==> config.mk <==
export PLATFORM = sky130hd
export DESIGN_NAME = axis_peak_window
export DESIGN_NICKNAME = d
export VERILOG_FILES = /design/src/rtl/axis_peak_window_pkg.sv /design/src/rtl/axis_peak_window_sum.sv /design/src/rtl/axis_peak_window.sv
export SDC_FILE = /design/constraint.sdc
export NUM_CORES = 1
export LEC_CHECK = 0
export CAP_MARGIN = 20
export CORE_ASPECT_RATIO = 0.75
export CORE_MARGIN = 8
export CORE_UTILIZATION = 50
export DETAILED_ROUTE_END_ITERATION = 16
export PLACE_DENSITY_LB_ADDON = 0.1
export SYNTH_ARGS = -nofsm -noshare
export SYNTH_HDL_FRONTEND = slang
export SYNTH_HIERARCHICAL = 1
export SYNTH_SLANG_ARGS = --single-unit
==> constraint.sdc <==
create_clock -name clk -period 16.9 [get_ports clk]
set_input_delay 3.38 -clock clk [delete_from_list [all_inputs] [get_ports clk]]
set_output_delay 3.38 -clock clk [all_outputs]
set_load 0.02 [all_outputs]
==> src/rtl/axis_peak_window_pkg.sv <==
// Shared width helpers for the peak-window search block.
package axis_peak_window_pkg;

   // Lane magnitude width produced by the upstream complex-abs serializer.
   function automatic int abs_width_f(input int channel_width);
      return (channel_width <= 32) ? 16 : 32;
   endfunction

   // Number of bits needed to hold max_val (minimum 1).
   function automatic int bits_for_f(input int max_val);
      int b;
      b = 1;
      for (int i = 1; i < 32; i++) begin
         if ((64'(1) << b) <= 64'(max_val)) b = i + 1;
      end
      return b;
   endfunction

endpackage

==> src/rtl/axis_peak_window_sum.sv <==
// Combinational energy sum: adds the low ABS_WIDTH bits of every channel lane.
module axis_peak_window_sum
   import axis_peak_window_pkg::*;
#(
   parameter int NUM_CHANNELS  = 4,
   parameter int CHANNEL_WIDTH = 32,
   parameter int ABS_WIDTH     = 16,
   parameter int SUM_WIDTH     = 18
) (
   input  logic [CHANNEL_WIDTH*NUM_CHANNELS-1:0] abs_in,
   output logic [SUM_WIDTH-1:0]                  sum_out
);

   logic [SUM_WIDTH-1:0] lane_ext [NUM_CHANNELS];
   logic                 unused_abs_bits;

   // Upper bits of each lane carry no magnitude information and are dropped.
   generate
      for (genvar gi = 0; gi < NUM_CHANNELS; gi++) begin : g_lane
         assign lane_ext[gi] = SUM_WIDTH'(abs_in[gi*CHANNEL_WIDTH +: ABS_WIDTH]);
      end
   endgenerate

   assign unused_abs_bits = ^abs_in;

   always_comb begin
      sum_out = '0;
      for (int i = 0; i < NUM_CHANNELS; i++) begin
         sum_out = sum_out + lane_ext[i];
      end
   end

endmodule

==> src/rtl/axis_peak_window.sv <==
// Per-window max-energy beat search; emits peak beat data, energy and index.
// Optional build macro PEAK_THRESHOLD_EN adds s_threshold and drops sub-threshold windows.
module axis_peak_window
   import axis_peak_window_pkg::*;
#(
   parameter int NUM_CHANNELS  = 4,
   parameter int CHANNEL_WIDTH = 32,
   parameter int WINDOW_LEN    = 64,
   localparam int ABS_WIDTH    = abs_width_f(CHANNEL_WIDTH),
   localparam int SUM_WIDTH    = ABS_WIDTH + bits_for_f(NUM_CHANNELS - 1),
   localparam int IDX_WIDTH    = bits_for_f(WINDOW_LEN - 1),
   localparam int DATA_WIDTH   = CHANNEL_WIDTH * NUM_CHANNELS
) (
   input  logic                  clk,
   input  logic                  rst_n,
   input  logic                  s_axis_tvalid,
   output logic                  s_axis_tready,
   input  logic [DATA_WIDTH-1:0] s_axis_tdata,
   input  logic [DATA_WIDTH-1:0] s_axis_tdata_abs,
   output logic                  m_axis_tvalid,
   input  logic                  m_axis_tready,
   output logic [DATA_WIDTH-1:0] m_axis_tdata,
   output logic [SUM_WIDTH-1:0]  m_axis_tpeak,
`ifdef PEAK_THRESHOLD_EN
   output logic [IDX_WIDTH-1:0]  m_axis_tindex,
   input  logic [SUM_WIDTH-1:0]  s_threshold
`else
   output logic [IDX_WIDTH-1:0]  m_axis_tindex
`endif
);

   localparam logic [IDX_WIDTH-1:0] LAST_IDX = IDX_WIDTH'(WINDOW_LEN - 1);

   logic [IDX_WIDTH-1:0]  count_q, count_d;
   logic [SUM_WIDTH-1:0]  best_sum_q, best_sum_d;
   logic [IDX_WIDTH-1:0]  best_idx_q, best_idx_d;
   logic [DATA_WIDTH-1:0] best_data_q, best_data_d;
   logic                  out_valid_q, out_valid_d;
   logic [DATA_WIDTH-1:0] out_data_q, out_data_d;
   logic [SUM_WIDTH-1:0]  out_peak_q, out_peak_d;
   logic [IDX_WIDTH-1:0]  out_idx_q, out_idx_d;

   logic [SUM_WIDTH-1:0]  beat_sum;
   logic                  beat_last;
   logic                  beat_accept;
   logic                  beat_better;
   logic [SUM_WIDTH-1:0]  winner_sum;
   logic                  emit_ok;

   axis_peak_window_sum #(
      .NUM_CHANNELS  (NUM_CHANNELS),
      .CHANNEL_WIDTH (CHANNEL_WIDTH),
      .ABS_WIDTH     (ABS_WIDTH),
      .SUM_WIDTH     (SUM_WIDTH)
   ) u_sum (
      .abs_in  (s_axis_tdata_abs),
      .sum_out (beat_sum)
   );

   assign beat_last     = (count_q == LAST_IDX);
   // Only the window-closing beat needs a free output register.
   assign s_axis_tready = ~beat_last | ~out_valid_q | m_axis_tready;
   assign beat_accept   = s_axis_tvalid & s_axis_tready;
   assign beat_better   = (beat_sum > best_sum_q);
   assign winner_sum    = beat_better ? beat_sum : best_sum_q;

`ifdef PEAK_THRESHOLD_EN
   assign emit_ok = (winner_sum >= s_threshold);
`else
   assign emit_ok = 1'b1;
`endif

   always_comb begin
      count_d     = count_q;
      best_sum_d  = best_sum_q;
      best_idx_d  = best_idx_q;
      best_data_d = best_data_q;
      out_valid_d = out_valid_q;
      out_data_d  = out_data_q;
      out_peak_d  = out_peak_q;
      out_idx_d   = out_idx_q;

      if (out_valid_q && m_axis_tready) begin
         out_valid_d = 1'b0;
      end

      if (beat_accept) begin
         count_d = beat_last ? '0 : count_q + IDX_WIDTH'(1);

         // Strict compare so ties keep the earliest beat.
         if ((count_q == '0) || beat_better) begin
            best_sum_d  = beat_sum;
            best_idx_d  = count_q;
            best_data_d = s_axis_tdata;
         end

         if (beat_last && emit_ok) begin
            out_valid_d = 1'b1;
            out_peak_d  = winner_sum;
            out_idx_d   = beat_better ? count_q : best_idx_q;
            out_data_d  = beat_better ? s_axis_tdata : best_data_q;
         end
      end
   end

   always_ff @(posedge clk) begin
      if (!rst_n) begin
         count_q     <= '0;
         best_sum_q  <= '0;
         best_idx_q  <= '0;
         best_data_q <= '0;
         out_valid_q <= 1'b0;
         out_data_q  <= '0;
         out_peak_q  <= '0;
         out_idx_q   <= '0;
      end else begin
         count_q     <= count_d;
         best_sum_q  <= best_sum_d;
         best_idx_q  <= best_idx_d;
         best_data_q <= best_data_d;
         out_valid_q <= out_valid_d;
         out_data_q  <= out_data_d;
         out_peak_q  <= out_peak_d;
         out_idx_q   <= out_idx_d;
      end
   end

   assign m_axis_tvalid = out_valid_q;
   assign m_axis_tdata  = out_data_q;
   assign m_axis_tpeak  = out_peak_q;
   assign m_axis_tindex = out_idx_q;

endmodule
==> results.sh <==
export IMPL_synthCells=1696
export IMPL_core_area_um2=30900
export IMPL_drive_above_1_share_pct=4.61
export IMPL_clk_latency_ps=570
export IMPL_fp_dieArea_um2=37000
export IMPL_vias_per_cell=6.34
export IMPL_fin_tns_setup_ps=0
export IMPL_crit_type="primary input to register"
export IMPL_path_buf_inv=4
export IMPL_gp_congestion=0.793
export IMPL_synth_edff_count=0
export IMPL_finalNetCount=2258
export IMPL_period_share_pct=59.4
export IMPL_max_cap_violations=0
export IMPL_status="finished clean"
export IMPL_holdPathEnd="m_axis_tdata[103]"
export IMPL_area_growth_pct=28.4
export IMPL_ys_warn_count=6
export IMPL_port_buffers=349
export IMPL_antenna_found_initial=3
export IMPL_worstPathArrival_ps=10490
export IMPL_ys_ff_latch=311
export IMPL_synthMuxAreaShare_pct=0
export IMPL_holdPathStages=2
export IMPL_critPathLaunchType="primary input"
export IMPL_wire_per_inst_um=21.4
export IMPL_required_ps=17350
export IMPL_final_core_util_pct=64.5
export IMPL_synth_top_family_by_area="compound AO/OA/AOI/OAI gates"
export IMPL_clkTransAtPathRegs_ps=70
export IMPL_htreeDepth=1
export IMPL_die_w_um=219
export IMPL_grt_overflow=0
export IMPL_powerDensity_nw_per_um2=130
export IMPL_path_cells="clkdlybuf4s50_1, inv_1, fa_1, inv_1, fa_1, ha_1, fa_1, a21oi_1, o211ai_1, a21o_1, a31oi_1, o21bai_1, xor2_1, ha_1, nand4_1, nor3_2, and2_4, buf_4, nand2b_1, a21oi_1, a221o_1"
export IMPL_vdd_ir_drop_max_mv=0.190
export IMPL_fin_ws_ps=6860
export IMPL_clock_path_buffers=3
export IMPL_stdcell_count=2357
export IMPL_syn_nets=2025
export IMPL_crit_path_frequent_cell="fa_1"
export IMPL_synthArstFlopShare_pct=0
export IMPL_ant_nets=0
export IMPL_stdcell_area_um2=19900
export IMPL_synth_compound_area_share_pct=27.2
export IMPL_final_setup_viol_count=0
export IMPL_critPathMaxFanout=82
export IMPL_leakage_nw=7.92
export IMPL_yosysSeqAreaShare_pct=40.1
export IMPL_initial_core_util_pct=50.2
export IMPL_drc=0
export IMPL_mostFrequentLayoutCells="nand3_1, clkdlybuf4s50_1, dfxtp_1"
export IMPL_end_kind="register"
export IMPL_max_freq_mhz=99.6
export IMPL_rsz0062_at_grt="false"
export IMPL_vias=14900
export IMPL_synth_cell_types=52
export IMPL_wl_mm=50.5
export IMPL_numCtsBuffers=30
export IMPL_grt_max_degree=89
export IMPL_path_delay_family="adder cells"
export IMPL_rows=56
export IMPL_period_minus_slack_ps=10040
export IMPL_first_global_vias=15000
export IMPL_tightest_slew_ps=1110
export IMPL_synth_ff_type="dfxtp_1"
export IMPL_worst_slew_margin_rel_pct=25.9
export IMPL_cts_sinks=311
export IMPL_place_ws_ps=6380
export IMPL_dr_pass1_iters=5
export IMPL_cts_setup_buffers=0
export IMPL_grt_pass1_wl_mm=79.4
export IMPL_synth_xor_area_share_pct=1.02
export IMPL_cts_tree="done"
export IMPL_syn_area_um2=15500
export IMPL_cts_hold_buffers=0
export IMPL_hp_class="register to register"
export IMPL_cts_root_buf="clkbuf_16"
export IMPL_r2r_end="m_axis_tindex[4]"
export IMPL_r2r_start="best_sum_q[5]"
export IMPL_place_area_um2=18900
export IMPL_die_h_um=169
export IMPL_ff2ff_setup_slack_ps=12840
export IMPL_max_stage_delay_ps=960
export IMPL_ios=414
export IMPL_synth_fa_ha_area_share_pct=7.11
export IMPL_timing_final_max_slew_violations=0
export IMPL_dp_cells=2303
export IMPL_dr_first_iter_drc_count=1635
export IMPL_skew_ps=16.6
export IMPL_cp_slowest_cell="and2_4"
export IMPL_hold_violations=0
export IMPL_avgSynthCellArea_um2=9.15
export IMPL_cts_resized=0
export IMPL_ff2ff_path_depth=10
export IMPL_synth_simple_gate_area_share_pct=16.7
export IMPL_dpl_hpwl_mm=30.6
export IMPL_final_common_cell="nand3_1"
export IMPL_n_antenna_cell=0
export IMPL_min_delay_start="best_data_q[103]"
export IMPL_grtUsageTotal_pct=25.6
## tightest hold or removal path, stage by stage, from the launching register on
cell,delay (ps)
dfxtp_1,320
nand3_1,60
nand3_1,50
## flip-flops by register name, summed over array words and instances, names as in the netlist
signal / cells
m_axis_tindex: 6
best_sum_q: 18
count_q: 6
m_axis_tdata: 128
best_data_q: 128
m_axis_tpeak: 18
best_idx_q: 6
m_axis_tvalid: 1
## cells by family after synthesis
logic type / count (synthesis)
XOR/XNOR: 18
AO/OA/AOI/OAI: 512
adder cells (fa/ha/maj): 69
AND/OR/NAND/NOR: 507
flip-flops: 311
buffers and inverters: 279
## power breakdown
part	leakage, nW	total [mW]	switching (mW)	internal [mW]
clock network	0.487	0.677	0.294	0.383
registers	2.54	0.934	0.0870	0.847
logic	4.90	0.979	0.689	0.290
total	7.92	2.59	1.07	1.52
## through the flow
stage	power, mW	hold WS [ps]
after floorplan	1.61	450
after global placement	1.90	462
after detailed placement	1.91	465
after CTS	2.59	483
after global routing	2.72	498
final	2.59	481
## worst max path at each step
stage / start / end / slack (ps) / cells after the start
final: s_axis_tdata_abs[1] / m_axis_tindex[4] / 6860 / 21
after global routing: s_axis_tdata_abs[1] / m_axis_tindex[4] / 6530 / 21
after CTS: s_axis_tdata_abs[1] / m_axis_tindex[4] / 6980 / 21
after detailed placement: s_axis_tdata_abs[1] / m_axis_tindex[4] / 6380 / 21
after global placement: s_axis_tdata_abs[1] / m_axis_tindex[3] / 6470 / 21
after floorplan: s_axis_tdata_abs[1] / best_data_q[100] / 8980 / 22
## per-layer routing
layer	up-vias	global-route usage [%]	part of all wire, %
met5	-	0	0.081
met4	6	6.86	2.2
met3	79	6.22	9.0
met2	623	40.5	46
met1	7357	34.6	43
li1	6880	-	-
## area by class of cell
type	count	area, µm²
multi-input combinational	1106	8150
sequential	311	6230
timing repair buffer	368	3640
clock inverter	12	124
fill	2569	11000
tap	406	508
clock buffer	42	856
inverter	112	420
## synth_stat cells (2+ instances only)
| master | number | area share (%) |
|---|---|---|
| a22oi_1 | 125 | 6.0 |
| a21oi_2 | 2 | 0.11 |
| nor2b_1 | 4 | 0.16 |
| xor2_1 | 7 | 0.40 |
| buf_2 | 42 | 1.4 |
| inv_1 | 112 | 2.7 |
| xnor2_1 | 11 | 0.62 |
| o211ai_1 | 2 | 0.097 |
| and2_1 | 6 | 0.24 |
| nand4_1 | 7 | 0.28 |
| o2bb2ai_2 | 2 | 0.19 |
| nand3_1 | 448 | 14 |
| a31oi_1 | 26 | 1.0 |
| o311ai_0 | 3 | 0.17 |
| buf_4 | 30 | 1.5 |
| a21o_1 | 4 | 0.19 |
| a41oi_2 | 2 | 0.21 |
| o21ai_1 | 2 | 0.065 |
| nor2_1 | 11 | 0.27 |
| buf_1 | 19 | 0.46 |
| a21oi_1 | 20 | 0.65 |
| fa_1 | 32 | 4.1 |
| a221o_1 | 5 | 0.32 |
| ha_1 | 37 | 3.0 |
| a32o_1 | 23 | 1.5 |
| nand2_1 | 19 | 0.46 |
| clkbuf_1 | 76 | 1.8 |
| a22o_1 | 277 | 16 |
| dfxtp_1 | 311 | 40 |
| o21ai_0 | 9 | 0.29 |
Note: power is estimated with default switching activity, not from simulation.
